### config.mk
export PLATFORM = sky130hd
export DESIGN_NAME = fifo_wr_arbiter
export DESIGN_NICKNAME = d
export VERILOG_FILES = /design/src/rtl/fifo_wr_arbiter.sv
export SDC_FILE = /design/constraint.sdc
export NUM_CORES = 1
export LEC_CHECK = 0
export ABC_CLOCK_PERIOD_IN_PS = 1730
export CAP_MARGIN = 10
export CORE_MARGIN = 8
export CORE_UTILIZATION = 34
export CTS_BUF_LIST = sky130_fd_sc_hd__clkbuf_4
export DETAILED_ROUTE_END_ITERATION = 7
export PLACE_DENSITY = 0.87
export SETUP_SLACK_MARGIN = 0.05
export SYNTH_ARGS = -nofsm -noshare
export SYNTH_HDL_FRONTEND = slang
export SYNTH_SLANG_ARGS = --single-unit
### constraint.sdc
create_clock -name clk -period 1.73 [get_ports clk]
set_input_delay 0.173 -clock clk [delete_from_list [all_inputs] [get_ports clk]]
set_output_delay 0.173 -clock clk [all_outputs]
set_load 0.02 [all_outputs]
### src/rtl/fifo_wr_arbiter.sv
// Round-robin arbiter for a shared FIFO write port.
// The winner holds the port for up to BURST_LEN beats, then the block re-arbitrates.
module fifo_wr_arbiter #(
  parameter int DATA_WIDTH = 8,
  parameter int NUM_REQ    = 4,
  parameter int IDX_W      = 2,
  parameter int BURST_LEN  = 4,
  parameter int CNT_W      = 3
) (
  input  logic                          clk,
  input  logic                          rst,
  input  logic [NUM_REQ-1:0]            req,
  input  logic [NUM_REQ*DATA_WIDTH-1:0] req_data,
  output logic [NUM_REQ-1:0]            gnt,
  output logic [NUM_REQ-1:0]            ack,
  input  logic                          fifo_full,
  output logic                          fifo_write,
  output logic [DATA_WIDTH-1:0]         fifo_din,
  output logic                          busy,
  output logic [IDX_W-1:0]              owner
);

  typedef enum logic {IDLE = 1'b0, GRANT = 1'b1} state_t;

  state_t           state_q, state_d;
  logic [IDX_W-1:0] owner_q, owner_d;
  logic [IDX_W-1:0] last_q, last_d;
  logic [CNT_W-1:0] cnt_q, cnt_d;
  logic [IDX_W-1:0] winner;
  logic             xfer;

  // Per-lane view of the packed data bus, so the write mux is a plain index.
  logic [NUM_REQ-1:0][DATA_WIDTH-1:0] lanes;
  assign lanes = req_data;

  // The data path only steers by the owner register, so req_data never reaches a control output.
  assign fifo_din = lanes[owner_q];
  assign owner    = owner_q;
  assign busy     = (state_q == GRANT);

  // Cyclic priority search: first requester after the most recent owner, wrapping to 0.
  always_comb begin
    winner = '0;
    for (int i = NUM_REQ; i >= 1; i--) begin
      if (req[IDX_W'((int'(last_q) + i) % NUM_REQ)])
        winner = IDX_W'((int'(last_q) + i) % NUM_REQ);
    end
  end

  // Register update; synchronous reset gives requester 0 first priority.
  always_ff @(posedge clk) begin
    if (rst) begin
      state_q <= IDLE;
      owner_q <= '0;
      last_q  <= IDX_W'(NUM_REQ - 1);
      cnt_q   <= '0;
    end else begin
      state_q <= state_d;
      owner_q <= owner_d;
      last_q  <= last_d;
      cnt_q   <= cnt_d;
    end
  end

  // Next-state and outputs. fifo_full only gates the write/ack strobes and the beat count.
  always_comb begin
    state_d    = state_q;
    owner_d    = owner_q;
    last_d     = last_q;
    cnt_d      = cnt_q;
    gnt        = '0;
    ack        = '0;
    fifo_write = 1'b0;
    xfer       = 1'b0;
    case (state_q)
      IDLE: begin
        if (|req) begin
          owner_d = winner;
          cnt_d   = '0;
          state_d = GRANT;
        end
      end
      GRANT: begin
        gnt[owner_q] = 1'b1;
        xfer         = req[owner_q] && !fifo_full;
        if (!req[owner_q]) begin
          // Owner finished early; no beat this cycle.
          state_d = IDLE;
          last_d  = owner_q;
        end else if (xfer) begin
          fifo_write   = 1'b1;
          ack[owner_q] = 1'b1;
          cnt_d        = cnt_q + 1'b1;
          if (cnt_q == CNT_W'(BURST_LEN - 1)) begin
            state_d = IDLE;
            last_d  = owner_q;
          end
        end
      end
      default: state_d = IDLE;
    endcase
  end

endmodule

==> metrics.txt <==
vias in the first global route 921; FFs w/ async S/R, synth 0%; area delta synth->final 87.93%; clk slew on worst S/H paths 0.06 ns; Synth Register Bits 8; critical path class reg -> out; CTS root buf clkbuf_4; pre-CTS worst setup slack -0.2452 ns; dpl cells 175; DR pass1 iterations 4; # DRC 0; design area 1423 um^2; Synth Area in XOR/XNOR 0%; Worst Path Required 1.56 ns; CTS sink cnt 8; initial DRC count 64; Pwr per Cell Area 584.9 nW/um^2; Vias 970; P_leak 0.6199 nW; CP arrival 1.46 ns; Worst-Skew Late Latency 0.26 ns; setup violators final 0; CP Capture Type primary output; CTS H-Tree Depth 1; Syn Inst Count 82; Worst Tran Pin Value 0.4881 ns; compound-cell area share of the yosys netlist 13.88%; Die Wd 63.19 um; Tmin final 1.635 ns; IO Pins 59; Peak Freq 611.6 MHz; worst-path fanout max 15; final worst slack 0.09486 ns; largest net degree at the start of global routing 16; synth unique cells 34; Via density 5.449; grt ovf 0; global-route wire length before repair 5.037 mm; Ys Warns 0; initial antenna violation count 0; Port Buf Inserts 58; FP Rows 17; initial core utilization 35.24%; proportion of layout cells with a drive suffix above 1 27.33%; Net Count, Synth 123; Setup Buffers After CTS 0; clock buffer depth 2; CTS tree built; Num CTS Buffers 3; RSZ-0062 raised after global routing true; gp weighted congestion 0.9077; VDD IR max 402.4 uV; Max-cap violations 0; relative slew slack 67.16%; routed wire length 3.297 mm; Die Y 63.19 um; Filler Cell Count 175; mux contribution to synthesized area 29.42%; hpwl dp 2.769 mm; Worst Skew 0.002575 ns; Antenna Cells 0; Post-synth EDFFs 0; largest family of logic cells by synthesized area multiplexers; Syn Area/Cell 9.231 um^2; Final nets 193; Critical Path Start Type flip-flop; Synth Area in Adders 3.306%; simple-gate share of the synthesized area 25.45%; fin. max-slew vios 0; Total Routing Usage GR 15.82%; die footprint 3992 um^2; ys flop type dfxtp_1; sequential fraction of the synthesis area 21.16%; wire length per cell 18.52 um; synthesized area 757.0 um^2; DRT antenna net count 0; Fin. Hold Viols 0; Hold Path Class reg -> reg; status complete, no violations; final std cells w/o fill 178; Placed Instance Area 1451 um^2; Core Region 2148 um^2; Period Utilization, post-route 94.52%
-- kinds of logic (layout without fill, tap and decap cells) --
logic type                 count (synthesis)  count (layout)
and+or+nand+nor                           37              37
AOI/OAI and AO/OA                         13              13
muxes                                     11              11
buffers and inverters                     11              79
DFF                                        8               8
adders and majority gates                  2               2
-- metal layers --
| metal | vias to the layer above | track usage (%) | part of all wire, % |
|---|---|---|---|
| li1 | 445 | - | - |
| met1 | 452 | 19.84 | 43 |
| met2 | 67 | 24.71 | 43 |
| met3 | 6 | 6.007 | 12 |
| met4 | 0 | 4.178 | 0.94 |
| met5 | - | 0 | 0 |
-- where the power goes --
group          total [W]  switching (W)  leakage (nW)  internal [W]
clock           0.000150      0.0000704        0.0138     0.0000798
combinational   0.000461       0.000212         0.540      0.000250
sequential      0.000221      0.0000186        0.0663      0.000202
total           0.000832       0.000301         0.620      0.000532
-- flip-flops by register name, indices dropped and copies added (netlist names) --
| signal | flops |
|---|---|
| cnt_q | 3 |
| busy | 1 |
| owner | 2 |
| last_q | 2 |
-- metrics by stage --
step           hold slack (ns)  total power (W)  TNS, ns  utilization [%]
3_5_place_dp            0.4783        0.0007244   -1.676            67.56
3_3_place_gp            0.4588        0.0007107   -1.431            67.56
2_1_floorplan           0.3708        0.0004645        0                -
4_1_cts                 0.4907        0.0008348        0            66.22
6_report                0.4883        0.0008321        0            66.22
5_1_grt                 0.5026        0.0008785        0            66.22
-- final cells by class --
cell class / count / area, um^2 / area share, %
timing repair buffer: 70 / 628.1 / 44.15
multi-input combinational: 63 / 550.5 / 38.70
sequential: 8 / 163.9 / 11.52
tap: 28 / 35.03 / 2.463
clock buffer: 3 / 22.52 / 1.583
inverter: 6 / 22.52 / 1.583
-- worst paths after layout --
kind	from	slack [ns]	cells past startpoint	end
max	owner[0]	0.09	3	fifo_din[4]
min	cnt_q[0]	0.49	1	cnt_q[0]
max reg2reg	owner[0]	0.23	5	cnt_q[2]
min reg2reg	cnt_q[0]	0.49	1	cnt_q[0]
-- Yosys cell counts, types with 2 or more instances --
| master | n | share of area (%) |
|---|---|---|
| ha_1 | 2 | 3.3 |
| buf_2 | 2 | 1.3 |
| nor4_1 | 2 | 1.7 |
| nand2_1 | 5 | 2.5 |
| mux4_2 | 9 | 27 |
| mux2i_1 | 2 | 2.6 |
| dfxtp_1 | 8 | 21 |
| nor3_1 | 3 | 2.0 |
| a21oi_1 | 2 | 1.3 |
| inv_1 | 5 | 2.5 |
| nand2b_1 | 2 | 1.7 |
| nor2b_1 | 5 | 4.1 |
| nor2_1 | 13 | 6.4 |
| o21ai_0 | 2 | 1.3 |
-- worst max-delay path, stage by stage, from the launching register on --
cell and delay [ns]:
dfxtp_4 0.37, buf_12 0.15, mux4_2 0.49, buf_2 0.18
-- layout by cell type (no fill, tap or decap), types with 2 or more instances in the layout --
cell type	Yosys	layout
nor2_1	13	13
mux4_2	9	9
nor4_1	2	2
dlygate4sd2_1	0	6
o21ai_0	2	2
a21oi_1	2	2
dfxtp_1	8	7
nor3_1	3	2
nand2_1	5	5
buf_2	2	9
inv_1	5	5
nand2b_1	2	2
ha_1	2	2
clkbuf_4	0	3
clkdlybuf4s50_1	0	40
buf_4	0	11
nor2b_1	5	5
mux2i_1	2	2
-- repair_timing --
action / in CTS / in global routing
hold buffers: 0 / 0
endpoints found under the hold margin: 0 / 0
resized for setup: 46 / 4
gates cloned: 0 / 0
pin swaps: 0 / 1
setup endpoints to repair: 18 / 6
(Power assumes the default switching activity.)
